**src/rtl/iic_arbiter.sv**
```systemverilog
// Round-robin arbiter that lends one iic_core's tx/rx FIFOs to one of NREQ requesters per transaction.
// After release it waits for the bus engine to finish and flushes leftover rx bytes before re-arbitrating.
module iic_arbiter #(
    parameter int NREQ          = 4,
    parameter int GRANT_TIMEOUT = 255
) (
    input  logic            clk,
    input  logic            reset,
    input  logic [NREQ-1:0] req,
    output logic [NREQ-1:0] gnt,
    output logic [2:0]      gnt_id,
    input  logic [NREQ-1:0] tx_wr,
    input  logic [NREQ*8-1:0] tx_din,
    output logic            tx_full,
    input  logic [NREQ-1:0] rx_rd,
    output logic [7:0]      rx_dout,
    output logic            rx_empty,
    output logic            busy,
    output logic            timeout,
    output logic            drop_err,
    output logic            core_tx_fifo_wr,
    output logic [7:0]      core_tx_fifo_din,
    input  logic            core_tx_fifo_full,
    input  logic            core_tx_fifo_empty,
    output logic            core_rx_fifo_rd,
    input  logic [7:0]      core_rx_fifo_dout,
    input  logic            core_rx_fifo_empty,
    input  logic            core_idle
);

    localparam int CNT_W = $clog2(GRANT_TIMEOUT + 1);

    typedef enum logic [1:0] {IDLE, OWN, DRAIN, FLUSH} state_t;

    state_t           state;
    state_t           state_n;
    logic [2:0]       rr_ptr;
    logic [2:0]       winner;
    logic [2:0]       idx;
    logic             found;
    logic [CNT_W-1:0] cnt;
    logic             wrote;
    logic             tmo_hit;
    logic [7:0]       req_w;
    logic [7:0]       tx_wr_w;
    logic [7:0]       rx_rd_w;
    logic [63:0]      tx_din_w;
    logic             own_req;
    logic             own_wr;
    logic             own_rd;

    // Pad per-requester vectors to 8 so a 3-bit owner index selects them exactly.
    assign req_w    = 8'(req);
    assign tx_wr_w  = 8'(tx_wr);
    assign rx_rd_w  = 8'(rx_rd);
    assign tx_din_w = 64'(tx_din);

    assign own_req = req_w[gnt_id];
    assign own_wr  = tx_wr_w[gnt_id];
    assign own_rd  = rx_rd_w[gnt_id];

    assign gnt              = (state == OWN) ? NREQ'(8'd1 << gnt_id) : '0;
    assign busy             = (state != IDLE);
    assign tx_full          = (state == OWN) ? core_tx_fifo_full : 1'b1;
    assign rx_empty         = (state == OWN) ? core_rx_fifo_empty : 1'b1;
    assign rx_dout          = core_rx_fifo_dout;
    assign core_tx_fifo_din = tx_din_w[{gnt_id, 3'b000} +: 8];

    // First requester at or above rr_ptr, wrapping around.
    always_comb begin
        found  = 1'b0;
        winner = '0;
        idx    = '0;
        for (int i = 0; i < NREQ; i++) begin
            idx = 3'((int'(rr_ptr) + i) % NREQ);
            if (!found && req_w[idx]) begin
                found  = 1'b1;
                winner = idx;
            end
        end
    end

    always_comb begin
        state_n         = state;
        core_tx_fifo_wr = 1'b0;
        core_rx_fifo_rd = 1'b0;
        tmo_hit         = 1'b0;
        case (state)
            IDLE: begin
                if (found) state_n = OWN;
            end
            OWN: begin
                core_tx_fifo_wr = own_wr & ~core_tx_fifo_full;
                core_rx_fifo_rd = own_rd & ~core_rx_fifo_empty;
                // A voluntary release wins over a timeout in the same cycle.
                if (!own_req) begin
                    state_n = DRAIN;
                end else if (!wrote && !core_tx_fifo_wr &&
                             cnt == CNT_W'(GRANT_TIMEOUT - 1)) begin
                    tmo_hit = 1'b1;
                    state_n = DRAIN;
                end
            end
            DRAIN: begin
                if (core_tx_fifo_empty && core_idle) state_n = FLUSH;
            end
            FLUSH: begin
                core_rx_fifo_rd = ~core_rx_fifo_empty;
                if (core_rx_fifo_empty) state_n = IDLE;
            end
            default: state_n = IDLE;
        endcase
    end

    always_ff @(posedge clk) begin
        if (reset) state <= IDLE;
        else       state <= state_n;
    end

    always_ff @(posedge clk) begin
        if (reset) begin
            gnt_id   <= '0;
            rr_ptr   <= '0;
            cnt      <= '0;
            wrote    <= 1'b0;
            timeout  <= 1'b0;
            drop_err <= 1'b0;
        end else begin
            timeout  <= tmo_hit;
            drop_err <= (state == OWN) && own_wr && core_tx_fifo_full;
            if (state == IDLE && found) begin
                gnt_id <= winner;
                cnt    <= '0;
                wrote  <= 1'b0;
            end else if (state == OWN) begin
                // The first accepted write freezes the counter for the rest of the grant.
                if (core_tx_fifo_wr)  wrote <= 1'b1;
                else if (!wrote)      cnt   <= cnt + CNT_W'(1);
            end
            if (state == FLUSH && core_rx_fifo_empty)
                rr_ptr <= (gnt_id == 3'(NREQ - 1)) ? 3'd0 : gnt_id + 3'd1;
        end
    end

endmodule
```
**config.mk**
```make
export PLATFORM = sky130hd
export DESIGN_NAME = iic_arbiter
export DESIGN_NICKNAME = d
export VERILOG_FILES = /design/src/rtl/iic_arbiter.sv
export SDC_FILE = /design/constraint.sdc
export NUM_CORES = 1
export LEC_CHECK = 0
export BUFFER_PORTS_ARGS = -buffer_cell sky130_fd_sc_hd__buf_2
export CAP_MARGIN = 20
export CORE_MARGIN = 5
export CORE_UTILIZATION = 40
export CTS_CLUSTER_DIAMETER = 120
export DETAILED_ROUTE_END_ITERATION = 10
export GPL_TIMING_DRIVEN = 0
export HOLD_SLACK_MARGIN = 0.15
export PLACE_DENSITY = 0.76
export SLEW_MARGIN = 10
export SYNTH_ARGS = -nofsm -noshare
export SYNTH_HDL_FRONTEND = slang
export SYNTH_SLANG_ARGS = --single-unit
```
**constraint.sdc**
```tcl
create_clock -name clk -period 3.09 [get_ports clk]
set_clock_uncertainty 0.05 [all_clocks]
set_input_delay 0.1545 -clock clk [delete_from_list [all_inputs] [get_ports clk]]
set_output_delay 0.1545 -clock clk [all_outputs]
set_load 0.05 [all_outputs]
```
-- Word level (Yosys, flattened, before mapping)
Index checks and enable logic that the tools add are counted.
- add/subtract/negate cells: 5
- magnitude comparators: 5
- eq/ne operators: 9
- shifts and indexed selects: 2
- muxes and demuxes: 35
- bitwise gates (word level): 11
- reductions and logical operators: 25
- operators with widths (kind ; number):
    64-bit by 7-bit variable part select with 8-bit output ; 1
    1-bit binary-select mux with 3-bit select ; 6
    3-bit by 4-bit < comparator with 1-bit output, second input constant ; 4
    1-bit 2-to-1 mux ; 15
    2-bit 2-to-1 mux ; 7
    1-bit logical AND ; 10
    3-bit 2-to-1 mux ; 3
    8-bit by 1-bit adder with 8-bit output, second input constant ; 1
    8-bit == test, second input constant ; 1
    2-bit one-hot mux with 4 select lines ; 1
    2-bit OR reduction ; 4
    2-bit != test, second input constant ; 3
    1-bit NOT ; 6
    1-bit zero test ; 5
    2-bit by 1-bit adder with 2-bit output, second input constant ; 2
    2-bit adder, second input constant ; 2
    2-bit == test, second input constant ; 2
    2-bit by 4-bit < comparator with 1-bit output, second input constant ; 1
    4-bit 2-to-1 mux ; 1
    4-bit AND reduction ; 1
    1-bit by 3-bit << shifter with 4-bit output, first input constant ; 1
    1-bit AND, first input constant ; 3
    3-bit by 2-bit == test with 1-bit output, second input constant ; 1
    3-bit by 2-bit != test with 1-bit output, second input constant ; 1
    other kinds (9) ; 10
- register bits: 18
- bits of input ports: 58
- output and inout bits: 30
- logic and storage cells: 99

-- Longest topological paths before layout
- depth in word-level cells: 15
- gate-level depth with buffers: 7

-- Least setup slack after synthesis
OpenSTA, ideal clock, no wires.
- path type: register to output
- start point: register gnt_id[1]
- end point: output port core_rx_fifo_rd
- data arrival time: 2.051 ns
- required time: 2.885 ns
- path slack: 0.835 ns
- cell stages (with the launch flop): 5
- path through: dfxtp_1 -> buf_1 -> mux4_2 -> a21oi_1 -> nor2_1
- longest elaborated chain between the ends: 4
- ends and longest elaborated chain (what ; RTL line ; text):
    start: declaration ; 11 ; output logic [2:0] gnt_id,
    start signal: assignment ; 132 ; gnt_id <= winner;
    1-bit binary-select mux with 3-bit select ; 60 ; assign own_rd = rx_rd_w[gnt_id];
    1-bit 2-to-1 mux (not written as such) ; 60 ;
    1-bit AND ; 94 ; core_rx_fifo_rd = own_rd & ~core_rx_fifo_empty;
    1-bit one-hot mux with 2 select lines ; 88 ; case (state)
    end: declaration ; 25 ; output logic core_rx_fifo_rd,
No other way between the ends. The select of a mux whose other input is x is not followed.

-- Final worst setup path
Ends and elaborated chain as after synthesis.

==> impl_results.md <==
* Power after layout at between 1000 and 1500 uW
* Synth area leader: sky130_fd_sc_hd__dfxtp_1
* Number of global-route vias before repair at roughly 1400
* Top-level I/O count at 88
* Clock buffer count from CTS at 3
* Max Buffers Root-to-Sink at 2
* Compound-gate portion of the synthesized area at 12.2%
* Part of the Yosys area used for sequential elements at about a quarter
* Startpoint of the lowest-slack register-to-register path: gnt_id[0]
* Layout cell share with drive strength beyond 1 at 44.2%
* Combinational family with the most area after synthesis: simple AND/OR/NAND/NOR gates
* GR Overflow Total at 0
* CTS HTree Levels at 1
* Type of element launching the critical path: flop
* Worst flop-to-flop path endpoint: state[0]
* Simple-Gate Fraction of Synth Area at about a fifth
* Share of synthesized flip-flops with an asynchronous set or reset at 0%
* Count of different cell masters after synthesis at 39
* Cell breakdown of the critical path: buf_1, mux4_2, a21oi_1, nor2_1, buf_2
* N_diodes at 0
* Total standard cell area after synthesis at between 0.001 and 0.0015 sq mm
* Starting DRC count in detailed routing at roughly 120
* Synth Warn # at 0
* RSZ-0062 raised after global routing: false
* Arrival time at the worst endpoint at 2.04 ns
* Worst skew pair latency at about 0.30 ns
* Area fraction of the dominant cell type after synthesis at 24.5%
* Global-route total usage across every layer at about 17%
* Clock network fraction of total power at 11.3%
* Post-layout min period at approximately 2.2 ns
* Critical Setup Path Class: reg -> out
* Max-cap check violation count at 0
* Clock Pin Slew Worst Setup and Hold Paths at around 0.11 ns
* Total die area at 0.00475 sq mm
* Dominant register cell in the synthesized netlist: sky130_fd_sc_hd__dfxtp_1
* Pin slew with the least headroom to its limit at between 0.5 and 0.6 ns
* Critical-path top delay cell: sky130_fd_sc_hd__dfxtp_1
* Most common library cell in the layout ignoring fill and taps: sky130_fd_sc_hd__buf_2
* PwrDens at between 500 and 600 mW/mm^2
* Crit end category: output port
* Area share of fa/ha/maj cells after synthesis at about a tenth
* Count of endpoints failing setup in the final report at 0
* Vias at approximately 1400
* Standard-cell row count at 21
* Fin nets at roughly 300
* Sinks on Clock Net at 17
* Top library cells by usage in the layout, fill and taps aside: sky130_fd_sc_hd__buf_2, sky130_fd_sc_hd__dfxtp_1, sky130_fd_sc_hd__nor2_1, sky130_fd_sc_hd__ha_1, sky130_fd_sc_hd__a21oi_1
* Post-synthesis share of cell area spent on xor and xnor gates at 4.41%
* Number of antenna violations at the first check in global routing at 0
* Detailed Routing Iterations Pass 1 at 4
* Final RePlAce weighted congestion at just under 0.9
* Core area at ~0.0034 sq mm
* Part of the power in registers at between 20% and 30%
* Starting density of the core at 41.3%
* Wire length reported by the detailed router at around 3.8 mm
* TritonCTS clock tree: done
* Period utilisation layout at 72.6%
* Flop and latch count out of synthesis at 17
* Reg2Reg Setup Slack at between 1 and 1.5 ns
* Area growth from synthesis to layout at 35.3%
* DR DRC count at 0
* Worst setup path end: core_rx_fifo_rd
* Number of nets in the synthesized netlist at approximately 220
* Final-layout fill cell count at 335
* Worst hold path class: in -> reg
* Post-DR vias/cell at around 5
* Post-detailed-placement half-perimeter wirelength at ~3.1 mm
* Peak VDD IR at about 0.26 mV
* First-pass GRT wire length at 6.18 mm
* Max Fanout on Critical Path at 10
* FF-to-FF path depth at 6
* Cell chosen for the clock root: sky130_fd_sc_hd__clkbuf_4
* Worst slew slack as a fraction of its limit at between 60% and 70%
* DRT antenna net count at 0
* Lkg Pwr at ~0.00089 uW
* Mapped Cells at 150
* CP required at 2.89 ns
* Die span in y at just under 70 um
* Buffers on Ports at just under 80
* Switching fraction of total power at between 50 and 60%
* Proportion of power drawn by combinational gates at about 64%
* Pin count of the biggest net entering global routing at 11
* Switching power total at between 500 and 600 uW
* Average size of a mapped cell at about 9.3 sq um
* Slew Viols, Final at 0
* Critical Path Max Stage Delay at ~0.48 ns
* Endpoints failing hold at 0
* Crit path launch: gnt_id[1]
* Internal power consumption at roughly 520 uW
* Cell types with the largest area share after synthesis: sky130_fd_sc_hd__dfxtp_1, sky130_fd_sc_hd__mux4_2, sky130_fd_sc_hd__ha_1
* Setup total negative slack at 0 ns
* Result of the run: complete, no violations
* Post-synth EDFFs at 0
* Share of synthesized area spent on multiplexers at 19.6%
* F_max at between 0.4 and 0.5 GHz
* DIE WIDTH at 69.0 um
* Routed wire length per instance at ~13 um
## critical path, delay by kind of cell, from the launching register on
kind,cells,cell delay [ns]
flops,1,0.48
simple gates,1,0.05
compound gates,1,0.16
buf+inv,2,0.67
mux,1,0.38
## how the worst min path moves through the flow
stage | from | end | slack (ns) | cells after the start
2_1_floorplan | core_tx_fifo_full | drop_err | 0.23 | 2
3_3_place_gp | core_tx_fifo_full | drop_err | 0.37 | 3
3_5_place_dp | core_tx_fifo_full | drop_err | 0.38 | 3
4_1_cts | reset | rr_ptr[0] | 0.16 | 2
5_1_grt | reset | rr_ptr[0] | 0.19 | 2
6_report | reset | rr_ptr[0] | 0.16 | 2
## flip-flops by register name, summed over array words and instances, names as in the netlist
name / flops
wrote: 1
rr_ptr: 2
drop_err: 1
timeout: 1
gnt_id: 2
state: 2
cnt: 8
## cell type report
cell class | count | area (sq um) | area share, %
flip-flops and latches | 17 | 340 | 18.1
repair buffers | 79 | 405 | 21.6
inverters | 8 | 30.0 | 1.60
multi-input cells | 110 | 921 | 49.0
well taps | 46 | 57.6 | 3.06
clock inverters | 1 | 5.00 | 0.266
plain buffers | 15 | 98.8 | 5.26
clock buffers | 3 | 22.5 | 1.20
## cells by family after synthesis
logic type	count (synthesis)
AO/OA/AOI/OAI	24
multiplexers	13
XOR/XNOR	7
AND/OR/NAND/NOR	54
buffers and inverters	23
adder cells (fa/ha/maj)	11
flip-flops	17
other	1
## synth_stat cells, types with 2 or more instances
cell type,count
sky130_fd_sc_hd__dfxtp_1,17
sky130_fd_sc_hd__nor2_1,15
sky130_fd_sc_hd__ha_1,11
sky130_fd_sc_hd__a21oi_1,10
sky130_fd_sc_hd__buf_4,9
sky130_fd_sc_hd__nand2_1,9
sky130_fd_sc_hd__inv_1,8
sky130_fd_sc_hd__mux4_2,8
sky130_fd_sc_hd__xor2_1,6
sky130_fd_sc_hd__nand3_1,5
sky130_fd_sc_hd__and2_1,4
sky130_fd_sc_hd__nand2b_1,4
sky130_fd_sc_hd__nor2b_1,4
sky130_fd_sc_hd__clkbuf_1,3
sky130_fd_sc_hd__nand4_1,3
sky130_fd_sc_hd__nor3_1,3
sky130_fd_sc_hd__o21ai_0,3
sky130_fd_sc_hd__and3_1,2
sky130_fd_sc_hd__and4_1,2
sky130_fd_sc_hd__mux2_4,2
sky130_fd_sc_hd__mux4_1,2
sky130_fd_sc_hd__nor4_1,2
sky130_fd_sc_hd__o22ai_1,2
## power groups by stage
stage | Clock, uW | Sequential [uW] | Combinational, uW
final | 122 | 271 | 687
after global routing | 134 | 276 | 744
after CTS | 126 | 271 | 688
after detailed placement | 0 | 276 | 684
after global placement | 0 | 276 | 674
after floorplan | 0 | 288 | 513
## through the flow
step | hold WS [ns] | setup slack [ns] | std cells | instance area [sq um] | utilization [%]
finish | 0.162 | 0.845 | 279 | 1880 | 55.9
global route | 0.190 | 0.734 | 279 | 1880 | 55.9
CTS | 0.157 | 0.845 | 279 | 1880 | 55.9
detailed placement | 0.378 | 1.16 | 273 | 1830 | 54.5
global placement | 0.372 | 1.18 | 273 | 1830 | 54.5
floorplan | 0.232 | 0.835 | 150 | 1390 | -
## routing by layer
layer  vias to the layer above  track usage (%)  wire length, um
met5                         -                0                0
met4                         0             5.84               55
met3                         6            0.810              228
met2                        47             30.6             1860
met1                       657             21.5             1610
li1                        695                -                -
## timing repair
action	CTS	global route
hold endpoints to repair	2	0
resized for setup	0	0
buffers inserted	0	0
hold buffers	2	0
Power figures use the tool's default switching activity.
